$ cat config.mk
export PLATFORM = sky130hd
export DESIGN_NAME = instr_fetch_flat
export DESIGN_NICKNAME = d
export VERILOG_FILES = /design/src/rtl/instr_fetch_if.sv /design/src/rtl/instr_fetch.sv /design/src/flat_wrapper.sv
export SDC_FILE = /design/constraint.sdc
export NUM_CORES = 1
export LEC_CHECK = 0
export ABC_AREA = 0
export BUFFER_PORTS_ARGS = -buffer_cell sky130_fd_sc_hd__buf_4
export CORE_MARGIN = 2
export CORE_UTILIZATION = 25
export CTS_CLUSTER_DIAMETER = 40
export DETAILED_ROUTE_END_ITERATION = 8
export PLACE_DENSITY = 0.53
export SKIP_LAST_GASP = 1
export SYNTH_ARGS = -nofsm -noshare
export SYNTH_HDL_FRONTEND = slang
export SYNTH_SLANG_ARGS = --single-unit
$ cat constraint.sdc
create_clock -name clk -period 1.8 [get_ports clk]
set_input_delay 0.18 -clock clk [delete_from_list [all_inputs] [get_ports clk]]
set_output_delay 0.18 -clock clk [all_outputs]
set_load 0.02 [all_outputs]
$ cat src/rtl/instr_fetch_if.sv
// rtl/instr_fetch_if.sv - fetch sequencer bus: PC control, instruction memory, decode handshake, redirect
interface instr_fetch_if #(
  parameter int ADDR_W = 16,
  parameter int DATA_W = 16
);
  logic [ADDR_W-1:0] pc;
  logic [1:0]        pc_en;
  logic [ADDR_W-1:0] pc_newAdr;
  logic [ADDR_W-1:0] pc_imm;
  logic              mem_rd;
  logic [ADDR_W-1:0] mem_addr;
  logic [DATA_W-1:0] mem_rdata;
  logic [DATA_W-1:0] instr;
  logic [ADDR_W-1:0] instr_pc;
  logic              instr_valid;
  logic              instr_ready;
  logic              redirect;
  logic              redirect_br;
  logic [ADDR_W-1:0] redirect_adr;
  logic [ADDR_W-1:0] redirect_imm;

  modport master (
    input  pc, mem_rdata, instr_ready, redirect, redirect_br, redirect_adr, redirect_imm,
    output pc_en, pc_newAdr, pc_imm, mem_rd, mem_addr, instr, instr_pc, instr_valid
  );

  modport slave (
    output pc, mem_rdata, instr_ready, redirect, redirect_br, redirect_adr, redirect_imm,
    input  pc_en, pc_newAdr, pc_imm, mem_rd, mem_addr, instr, instr_pc, instr_valid
  );
endinterface

$ cat src/rtl/instr_fetch.sv
// rtl/instr_fetch.sv - fetch sequencer: PC-addressed memory read, instruction register, redirect to PC enable
module instr_fetch #(
  parameter int ADDR_W  = 16,
  parameter int DATA_W  = 16,
  parameter int MEM_LAT = 1
) (
  input  logic           clk,
  input  logic           rst,
  instr_fetch_if.master  bus
);

  typedef enum logic [1:0] {
    S_REQ  = 2'd0,
    S_WAIT = 2'd1,
    S_HOLD = 2'd2
  } state_t;

  localparam logic [1:0] LAT_M1 = 2'(MEM_LAT - 1);

  state_t            r_state;
  state_t            w_next;
  logic [1:0]        r_cnt;
  logic [ADDR_W-1:0] r_fetch_adr;
  logic [DATA_W-1:0] r_instr;
  logic [ADDR_W-1:0] r_instr_pc;
  logic              r_instr_valid;
  logic              w_capture;
  logic              w_consume;

  // A redirect abandons whatever is in flight, so it also blocks the capture.
  assign w_capture = (r_state == S_WAIT) && (r_cnt == 2'd0) && !bus.redirect;
  assign w_consume = (r_state == S_HOLD) && r_instr_valid && bus.instr_ready;

  always_ff @(posedge clk or negedge rst) begin
    if (!rst) begin
      r_state <= S_REQ;
    end else begin
      r_state <= w_next;
    end
  end

  always_comb begin
    w_next = r_state;
    if (bus.redirect) begin
      w_next = S_REQ;
    end else begin
      case (r_state)
        S_REQ:   w_next = S_WAIT;
        S_WAIT:  if (r_cnt == 2'd0) w_next = S_HOLD;
        S_HOLD:  if (w_consume) w_next = S_REQ;
        default: w_next = S_REQ;
      endcase
    end
  end

  always_comb begin
    bus.mem_rd    = 1'b0;
    bus.mem_addr  = '0;
    bus.pc_en     = 2'b00;
    bus.pc_newAdr = '0;
    bus.pc_imm    = '0;
    if (rst) begin
      if (r_state == S_REQ) begin
        bus.mem_rd   = 1'b1;
        bus.mem_addr = bus.pc;
      end
      if (bus.redirect) begin
        bus.pc_en     = bus.redirect_br ? 2'b11 : 2'b10;
        bus.pc_newAdr = bus.redirect_adr;
        bus.pc_imm    = bus.redirect_imm;
      end else if (w_capture) begin
        bus.pc_en = 2'b01;
      end
    end
  end

  always_ff @(posedge clk or negedge rst) begin
    if (!rst) begin
      r_cnt         <= 2'd0;
      r_fetch_adr   <= '0;
      r_instr       <= '0;
      r_instr_pc    <= '0;
      r_instr_valid <= 1'b0;
    end else begin
      if (r_state == S_REQ) begin
        r_fetch_adr <= bus.pc;
        r_cnt       <= LAT_M1;
      end else if ((r_state == S_WAIT) && (r_cnt != 2'd0)) begin
        r_cnt <= r_cnt - 2'd1;
      end

      if (bus.redirect) begin
        r_instr_valid <= 1'b0;
      end else if (w_capture) begin
        r_instr       <= bus.mem_rdata;
        r_instr_pc    <= r_fetch_adr;
        r_instr_valid <= 1'b1;
      end else if (w_consume) begin
        r_instr_valid <= 1'b0;
      end
    end
  end

  assign bus.instr       = r_instr;
  assign bus.instr_pc    = r_instr_pc;
  assign bus.instr_valid = r_instr_valid;

endmodule

$ cat src/flat_wrapper.sv
// flat-port wrapper written by rule: the top's interface ports become plain ports
module instr_fetch_flat 
#(
  parameter int ADDR_W  = 16,
  parameter int DATA_W  = 16,
  parameter int MEM_LAT = 1
)
  (clk, rst, bus_pc, bus_mem_rdata, bus_instr_ready, bus_redirect, bus_redirect_br, bus_redirect_adr, bus_redirect_imm, bus_pc_en, bus_pc_newAdr, bus_pc_imm, bus_mem_rd, bus_mem_addr, bus_instr, bus_instr_pc, bus_instr_valid);
  instr_fetch_if #(.ADDR_W(ADDR_W), .DATA_W(DATA_W)) bus_i ();
  input  logic clk;
  input  logic rst;
  input wire logic [$bits(bus_i.pc)-1:0] bus_pc;
  input wire logic [$bits(bus_i.mem_rdata)-1:0] bus_mem_rdata;
  input wire logic [$bits(bus_i.instr_ready)-1:0] bus_instr_ready;
  input wire logic [$bits(bus_i.redirect)-1:0] bus_redirect;
  input wire logic [$bits(bus_i.redirect_br)-1:0] bus_redirect_br;
  input wire logic [$bits(bus_i.redirect_adr)-1:0] bus_redirect_adr;
  input wire logic [$bits(bus_i.redirect_imm)-1:0] bus_redirect_imm;
  output wire logic [$bits(bus_i.pc_en)-1:0] bus_pc_en;
  output wire logic [$bits(bus_i.pc_newAdr)-1:0] bus_pc_newAdr;
  output wire logic [$bits(bus_i.pc_imm)-1:0] bus_pc_imm;
  output wire logic [$bits(bus_i.mem_rd)-1:0] bus_mem_rd;
  output wire logic [$bits(bus_i.mem_addr)-1:0] bus_mem_addr;
  output wire logic [$bits(bus_i.instr)-1:0] bus_instr;
  output wire logic [$bits(bus_i.instr_pc)-1:0] bus_instr_pc;
  output wire logic [$bits(bus_i.instr_valid)-1:0] bus_instr_valid;
  assign bus_i.pc = bus_pc;
  assign bus_i.mem_rdata = bus_mem_rdata;
  assign bus_i.instr_ready = bus_instr_ready;
  assign bus_i.redirect = bus_redirect;
  assign bus_i.redirect_br = bus_redirect_br;
  assign bus_i.redirect_adr = bus_redirect_adr;
  assign bus_i.redirect_imm = bus_redirect_imm;
  assign bus_pc_en = bus_i.pc_en;
  assign bus_pc_newAdr = bus_i.pc_newAdr;
  assign bus_pc_imm = bus_i.pc_imm;
  assign bus_mem_rd = bus_i.mem_rd;
  assign bus_mem_addr = bus_i.mem_addr;
  assign bus_instr = bus_i.instr;
  assign bus_instr_pc = bus_i.instr_pc;
  assign bus_instr_valid = bus_i.instr_valid;
  instr_fetch #(.ADDR_W(ADDR_W), .DATA_W(DATA_W), .MEM_LAT(MEM_LAT)) u_core (.clk(clk), .rst(rst), .bus(bus_i));
endmodule
==> results of run 1 <==
[final cells by class]
type,instances,area share [%]
sequential,53,34.2
timing repair buffer,164,32.9
multi-input combinational,119,25.6
tap,129,4.16
clock buffer,6,1.87
clock inverter,2,0.999
inverter,3,0.290
[power by group through the flow]
stage | logic [mW] | clock network, mW | registers, mW
6_report | 1.76 | 0.809 | 1.76
2_1_floorplan | 0.576 | 0 | 2.12
4_1_cts | 1.79 | 0.848 | 1.76
3_3_place_gp | 1.76 | 0 | 1.78
3_5_place_dp | 1.78 | 0 | 1.78
5_1_grt | 1.88 | 0.899 | 1.82
[metrics by stage]
step | hold WS, ns | instances
CTS | 0.0757 | 476
finish | 0.0936 | 476
global placement | 0.0566 | 464
floorplan | -0.116 | 191
detailed placement | 0.0556 | 464
global route | 0.0871 | 476
[what timing repair did]
| action | 4_1_cts | 5_1_grt |
|---|---|---|
| pin swaps | 2 | 0 |
| gates resized for setup | 3 | 0 |
| endpoints found under the setup margin | 1 | 38 |
| hold endpoints to repair | 35 | 0 |
| cloned | 0 | 0 |
| buffers inserted | 3 | 0 |
| hold buffers | 1 | 0 |
[layout by cell type (no fill, tap or decap), types with 2 or more instances in the layout]
cell type | synthesis | routed
buf_4 | 0 | 158
dfrtp_1 | 53 | 53
and3_1 | 48 | 48
mux2_2 | 46 | 46
clkbuf_8 | 0 | 5
inv_1 | 3 | 3
and2_1 | 3 | 3
nor2_1 | 4 | 3
o21ai_0 | 3 | 3
nand2_1 | 3 | 3
buf_12 | 0 | 3
mux2_1 | 2 | 2
buf_6 | 3 | 2
[cell families after synthesis]
family / count (synthesis)
buffers and inverters: 19
AND/OR/NAND/NOR: 63
AO/OA/AOI/OAI: 7
multiplexers: 48
adder cells (fa/ha/maj): 1
flip-flops: 53
[routing by layer]
metal  vias up  wire [um]  global-route usage (%)
li1        983          -                       -
met1       984       2970                    17.0
met2        59       3310                    21.1
met3         4        369                    2.87
met4         0         67                    3.49
met5         -          0                       0
[flip-flops by register name, indices dropped and copies added (netlist names)]
signal,count
u_core.r_state,2
u_core.r_fetch_adr,16
u_core.r_cnt,2
u_core.bus.instr_pc,16
u_core.bus.instr_valid,1
u_core.bus.instr,16
[worst max path at each step]
| stage | end | slack (ns) | depth (start not counted) |
|---|---|---|---|
| 2_1_floorplan | u_core.bus.instr[10]$_DFFE_PN0P_ | 0.11 | 6 |
| 3_3_place_gp | u_core.bus.instr_pc[6]$_DFFE_PN0P_ | 0.1 | 6 |
| 3_5_place_dp | u_core.bus.instr_pc[11]$_DFFE_PN0P_ | 0.05 | 6 |
| 4_1_cts | bus_pc_en[0] | -0.05 | 7 |
| 5_1_grt | bus_pc_en[0] | -0.12 | 7 |
| 6_report | bus_pc_en[0] | -0.03 | 7 |
==> flow_summary.ini, run 1 <==
[drt]
drt_wl_total_mm = 6.72
drt_iter0_markers = 49
dr.pass1.iters = 4
wl_per_cell_um = 14.1
drc_errors = 0
vias = 2030
via_per_inst = 4.26
ant_nets = 0

[die]
dieArea_sq_mm = 0.0105
num_rows = 35
die_h_um = 102
start_util_pct = 26.0
core_sq_mm = 0.00928
die_w_um = 102
io_pins = 153

[job]
max_cap_viol_count = 0

[global_routing]
grt_remaining_overflow = 0
grt_max_degree = 39
grt_pass1_wl_mm = 10.5
antenna_found_initial = 0
gr-usage-all-layers_pct = 12.8
grt_pass1_vias = 2036

[placement]
io_buffer_count = 152
place_congestion = 0.756
dpl-instance-area_sq_mm = 0.00373
dp_hpwl_mm = 4.96
place_ws_ns = 0.0484

[setup_path]
crit_start = u_core.r_cnt[0]$_DFFE_PN0P_
r2r-start = u_core.r_cnt[0]$_DFFE_PN0P_
start_kind = flop
path_buf_inv = 3
worstPathArrival_ns = 1.65
critical_path.top_delay_family = flip-flops
cp_cell_sequence = inv_1, ha_2, and2_4, nor3b_4, buf_6, o21a_1, buf_6
crit_required_ns = 1.62
crit_path_end_kind = output port
cpMostUsedCell = buf_6
worst_r2r_endpoint = u_core.bus.instr_pc[7]$_DFFE_PN0P_
worst_path_largest_cell_delay_ns = 0.40
cp_slowest_cell = dfrtp_1
path_class = flop to output port
critPathMaxFanout = 3
r2r_slack_ns = 0.02
reg2reg_depth = 7

[power]
p_total_mw = 4.32
p_int_mw = 2.89
swShare_pct = 33.3
p_leak_nw = 2.02
irDropWorstVdd_mv = 0.502
switchingPower_mw = 1.44
comb_power_share_pct = 40.7
powerDensity_mw_per_mm2 = 1110
clkPwrFrac_pct = 18.7
power_frac_seq_pct = 40.6

[timing]
setup_viol = 1
setup_tns_ns = -0.0254
rsz0062_at_grt = yes
worst_slew_pin_slew_ns = 0.366
hold_viol = 0
relSlewSlack_pct = 75.0
setup_ws_ns = -0.0254
min_period_ns = 1.83
fmax_ghz = 0.548
slew_viol_final = 0
period_share_pct = 101
finClkSkew_ns = 0.0118

[min_path]
holdPathEnd = u_core.bus.instr_valid$_DFFE_PN0P_
hp-start = bus_instr_ready
min_path_cells = 2
hold_path_class = input pin to flop

[synthesis]
synthSimpleGateAreaFrac_pct = 16.2
synth-edff-count = 0
synth_area_leaders = dfrtp_1 (55%), mux2_2 (21%), and3_1 (12%)
synth-warning-count = 0
synth.largest_area_cell = dfrtp_1
netlist.area_leader.share_pct = 55.0
synth-compound-area-share_pct = 1.82
ys_types = 22
synth_xor_area_share_pct = 0
ys_seq_area_share_pct = 55.0
ys.flop_type = dfrtp_1
synth_mux_area_share_pct = 22.4
yosysMostFrequentCell = dfrtp_1
synth_nets = 261
netlist_instances = 191
synthAdderAreaFrac_pct = 0.519
async_flop_share_pct = 100
synth_top_family_by_area = multiplexers
synth.avg_cell_area_sq_um = 12.6
ys_top_cells_by_count = dfrtp_1 (53), and3_1 (48), mux2_2 (46)
syn_area_sq_mm = 0.00241
synth-seq-cells = 53

[layout]
diodes = 0
multi_input_area_sq_um = 993
fin_nets = 416
fin_util_pct = 41.8
fill_cells = 906
drive_gt1_share_pct = 63.4
design_area_sq_mm = 0.00388
regArea_sq_mm = 0.00133
syn_to_final_growth_pct = 60.9

[cts]
clockRootBuffer = clkbuf_8
h-tree-depth = 2
cts_tree = built
numCtsBuffers = 5
clock_sinks = 53
insertion_delay_ns = 0.30
clkSlewWorstSetupHoldPaths_ns = 0.09
clk_path_buf_depth = 2

[run_status]
violations = negative setup slack
status = finished with violations
Power figures use the tool's default switching activity.
==> run 2: changes to the inputs <==
Settings changed: CAP_MARGIN from default to 10, CTS_BUF_LIST from default to sky130_fd_sc_hd__clkbuf_4 sky130_fd_sc_hd__clkbuf_8 sky130_fd_sc_hd__clkbuf_16.
==> run 2 against run 1 <==
  * Critical path depth stayed put
  * Core utilization hardly changed
  * Via count is 0.20% higher
  * Final cell count stayed put
  * Critical endpoint unchanged
  * Count of clock-buffer cells in the layout stayed put
  * Setup slack hardly changed
  * Worst hold slack hardly changed
  * Sequential share of layout area hardly changed
  * Register-to-register slack hardly changed
  * Routed wire length hardly changed
  * First-iteration DRC count is 4.1% higher
  * Clock power is 1% higher
  * The flow still finishes with violations (negative setup slack)
==> flow_summary.ini, run 2 (synthesis results as in run 1) <==
[die]
num_rows = 35
io_pins = 153
die_w_um = 102
die_h_um = 102
core_sq_mm = 0.00928
dieArea_sq_mm = 0.0105
start_util_pct = 26.0

[layout]
final_cell_mix = buf_4 (158), dfrtp_1 (53), and3_1 (48)
syn_to_final_growth_pct = 61.1
final_common_cell = buf_4
fill_cells = 906
fin_nets = 416
drive_gt1_share_pct = 63.7
fin_util_pct = 41.9
diodes = 0
design_area_sq_mm = 0.00389
final_cell_count_no_fill = 476

[setup_path]
start_kind = flop
r2r-start = u_core.r_cnt[0]$_DFFE_PN0P_
crit_start = u_core.r_cnt[0]$_DFFE_PN0P_
reg2reg_depth = 7
worstPathArrival_ns = 1.65
r2r_slack_ns = 0.02
crit_path_end_kind = output port
critPathMaxFanout = 3
path_class = flop to output port
worst_r2r_endpoint = u_core.bus.instr_pc[7]$_DFFE_PN0P_
crit_required_ns = 1.62

[timing]
fmax_ghz = 0.548
fin_hold_ws_ns = 0.0936
worst_slew_pin_slew_ns = 0.366
hold_viol = 0
finClkSkew_ns = 0.00916
period_share_pct = 101
setup_viol = 1
setup_ws_ns = -0.0254
slew_viol_final = 0
setup_tns_ns = -0.0254
relSlewSlack_pct = 75.0
rsz0062_at_grt = yes
min_period_ns = 1.83

[power]
comb_power_share_pct = 40.6
irDropWorstVdd_mv = 0.502
p_leak_nw = 2.03
power_frac_seq_pct = 40.5
swShare_pct = 33.1
clkPwrFrac_pct = 18.9
powerDensity_mw_per_mm2 = 1120
p_total_mw = 4.34
p_int_mw = 2.90
switchingPower_mw = 1.44

[cts]
clk_path_buf_depth = 2
clkSlewWorstSetupHoldPaths_ns = 0.09
h-tree-depth = 2
clock_sinks = 53
numCtsBuffers = 5
insertion_delay_ns = 0.30
cts_tree = built
clockRootBuffer = clkbuf_8

[global_routing]
grt_pass1_vias = 2044
grt_remaining_overflow = 0
gr-usage-all-layers_pct = 12.8
grt_max_degree = 39
grt_pass1_wl_mm = 10.5
antenna_found_initial = 0

[placement]
dp_cells = 464
dp_hpwl_mm = 4.96
place_ws_ns = 0.0484
dpl-instance-area_sq_mm = 0.00373
place_congestion = 0.756
io_buffer_count = 152

[min_path]
hold_path_class = input pin to flop
holdPathEnd = u_core.bus.instr_valid$_DFFE_PN0P_
hp-start = bus_instr_ready
min_path_cells = 2

[drt]
wl_per_cell_um = 14.1
via_per_inst = 4.27
drc_errors = 0
dr.pass1.iters = 4
ant_nets = 0
drt_wl_total_mm = 6.71
vias = 2034
drt_iter0_markers = 51

[job]
max_cap_viol_count = 0

[run_status]
violations = negative setup slack
status = finished with violations
-- run 2: area by class of cell --
type	instances	area (sq um)	area share (%)
timing repair buffer	164	1280	32.9
clock buffer	6	76.3	1.96
inverter	3	11.3	0.290
multi-input combinational	119	993	25.6
sequential	53	1330	34.1
clock inverter	2	38.8	0.998
tap	129	161	4.15
-- run 2: worst max-delay path, stage by stage (launching register included) --
cell and delay (ns):
dfrtp_1 0.40, inv_1 0.06, ha_2 0.16, and2_4 0.14, nor3b_4 0.23, buf_6 0.14, o21a_1 0.11, buf_6 0.12
-- run 2: repair_timing --
action | CTS | global route
setup buffers | 3 | 0
resized for setup | 3 | 0
pin swaps | 2 | 0
hold buffers | 1 | 0
hold endpoints to repair | 35 | 0
setup endpoints to repair | 1 | 38
-- run 2: layer usage --
| metal | track usage, % | vias to the layer above | part of all wire (%) |
|---|---|---|---|
| li1 | - | 983 | - |
| met1 | 16.9 | 988 | 44 |
| met2 | 21.1 | 59 | 49 |
| met3 | 2.87 | 4 | 5.5 |
| met4 | 3.49 | 0 | 1.0 |
| met5 | 0 | - | 0 |
-- run 2: power groups by stage --
stage | Clock [mW] | Sequential [mW] | Combinational [mW]
global placement | 0 | 1.78 | 1.76
finish | 0.819 | 1.76 | 1.76
CTS | 0.865 | 1.76 | 1.79
global route | 0.912 | 1.82 | 1.88
floorplan | 0 | 2.12 | 0.576
detailed placement | 0 | 1.78 | 1.78
-- run 2: how the worst max path moves through the flow --
| stage | end | cells past startpoint | slack (ns) |
|---|---|---|---|
| after floorplan | u_core.bus.instr[10]$_DFFE_PN0P_ | 6 | 0.11 |
| after global placement | u_core.bus.instr_pc[6]$_DFFE_PN0P_ | 6 | 0.1 |
| after detailed placement | u_core.bus.instr_pc[11]$_DFFE_PN0P_ | 6 | 0.05 |
| after CTS | bus_pc_en[0] | 7 | -0.05 |
| after global routing | bus_pc_en[0] | 7 | -0.12 |
| final | bus_pc_en[0] | 7 | -0.03 |
==> run 3: changes to the inputs <==
Settings changed: CORE_MARGIN 2 to 1.
==> run 3 against run 2 <==
  * The flow still finishes with violations (negative setup slack)
  * Combinational power up 5%
  * Critical endpoint is now u_core.bus.instr[15]$_DFFE_PN0P_
  * Clock skew fell by 0.0046 ns
  * Setup slack worse by 0.022 ns
  * Critical path depth up 1
  * Non-clock buffer count rose by 4
  * Flip-flop and latch count did not move
  * Via count rose by 0.54%
  * Die area shrank 3.9%
  * Routed wire length down 4.2%
  * Fmax fell by 1.2%
  * Global-route usage down 0.24 points
==> flow_summary.ini, run 3 (synthesis results as in run 1) <==
[cts]
h-tree-depth = 2
insertion_delay_ns = 0.30
numCtsBuffers = 5
cts_tree = built
clkSlewWorstSetupHoldPaths_ns = 0.09
clk_path_buf_depth = 2
clockRootBuffer = clkbuf_8
clock_sinks = 53

[layout]
multi_input_area_sq_mm = 0.00103
diodes = 0
syn_to_final_growth_pct = 64.6
final_common_cell = buf_4
regArea_sq_mm = 0.00133
fill_cells = 921
final_cell_count_no_fill = 480
drive_gt1_share_pct = 64.1
fin_nets = 420
final_cell_mix = buf_4 (160), dfrtp_1 (53), and3_1 (48)

[timing]
setup_viol = 25
setup_ws_ns = -0.0470
fmax_ghz = 0.541
fin_hold_ws_ns = 0.0738
worst_slew_pin_slew_ns = 0.433
relSlewSlack_pct = 71.1
slew_viol_final = 0
finClkSkew_ns = 0.00456
rsz0062_at_grt = yes
hold_viol = 0
period_share_pct = 103
min_period_ns = 1.85

[drt]
vias = 2045
drt_wl_total_mm = 6.43
drt_iter0_markers = 45
dr.pass1.iters = 4
wl_per_cell_um = 13.4
via_per_inst = 4.26
drc_errors = 0
ant_nets = 0

[run_status]
status = finished with violations
violations = negative setup slack

[die]
dieArea_sq_mm = 0.0100
num_rows = 35
die_w_um = 100
core_sq_mm = 0.00928
start_util_pct = 26.0
die_h_um = 100
io_pins = 153

[setup_path]
worstPathArrival_ns = 2.04
critical_path.top_delay_family = buffers and inverters
r2r_slack_ns = -0.05
worst_path_largest_cell_delay_ns = 0.39
crit_required_ns = 1.99
crit_path_end_kind = flop
cp_cell_sequence = inv_1, ha_2, and2_4, nor3b_4, buf_4, buf_6, clkbuf_16, mux2_2
start_kind = flop
cp_slowest_cell = dfrtp_1
critPathMaxFanout = 8
path_class = flop to flop
path_buf_inv = 4

[placement]
dp_hpwl_mm = 4.46
io_buffer_count = 152
dp_cells = 464
place_congestion = 0.695

[global_routing]
antenna_found_initial = 0
grt_remaining_overflow = 0
grt_pass1_wl_mm = 9.95
grt_pass1_vias = 2062
gr-usage-all-layers_pct = 12.5
grt_max_degree = 57

[power]
p_total_mw = 4.30
powerDensity_mw_per_mm2 = 1080
irDropWorstVdd_mv = 0.554
p_leak_nw = 2.08

[min_path]
hold_path_class = input pin to flop

[job]
max_cap_viol_count = 0
run 3: cell count changes in the layout (fill, tap and decap cells not counted):
| cell | change |
|---|---|
| mux2_2 | -10 |
| buf_4 | +2 |
| mux2_4 | +10 |
| clkbuf_8 | +1 |
| clkbuf_4 | -1 |
| clkinv_2 | +1 |
| bufinv_16 | -1 |
| clkbuf_16 | +2 |
run 3: area by class of cell:
type,count,share of cell area (%)
Timing Repair Buffer,168,33.8
Sequential cell,53,33.4
Multi-Input combinational cell,119,26.0
Tap cell,129,4.07
Clock buffer,6,2.08
Clock inverter,2,0.347
Inverter,3,0.284
run 3: metal layers:
metal	part of all wire, %	GRT usage (%)
met5	0	0
met4	0.58	3.12
met3	5.4	2.99
met2	51	22.5
met1	43	15.0
run 3: per-stage QoR:
step                area, sq um  setup TNS, ns  worst slack, ns  util (%)
floorplan                  2410              0            0.113         -
global placement           3730              0           0.0792      40.2
global route               3970          -3.36           -0.131      42.8
CTS                        3870         -0.390          -0.0502      41.7
detailed placement         3730              0           0.0498      40.2
finish                     3970         -0.658          -0.0470      42.8
run 3: worst paths after layout:
| check | startpoint | to | cells after the start |
|---|---|---|---|
| max | u_core.r_cnt[0]$_DFFE_PN0P_ | u_core.bus.instr[15]$_DFFE_PN0P_ | 8 |
| min | bus_instr_ready | u_core.bus.instr_valid$_DFFE_PN0P_ | 2 |
| max reg2reg | u_core.r_cnt[0]$_DFFE_PN0P_ | u_core.bus.instr[15]$_DFFE_PN0P_ | 8 |
| min in group asynchronous | rst | u_core.bus.instr[12]$_DFFE_PN0P_ | 2 |
| min reg2reg | u_core.r_cnt[0]$_DFFE_PN0P_ | u_core.r_cnt[0]$_DFFE_PN0P_ | 1 |
| max in group asynchronous | rst | u_core.r_fetch_adr[10]$_DFFE_PN0P_ | 2 |
run 3: timing repair:
action	4_1_cts	5_1_grt
pin swaps	2	0
hold buffers	1	0
gates resized for setup	2	11
buffers inserted	4	1
hold endpoints to repair	8	0
endpoints found under the setup margin	1	37
cloned	0	2
run 3: power by group:
group	leakage (nW)	internal [mW]	switching, mW	total, mW
combinational	1.40	0.977	0.859	1.84
sequential	0.631	1.56	0.200	1.76
clock	0.0512	0.313	0.388	0.700
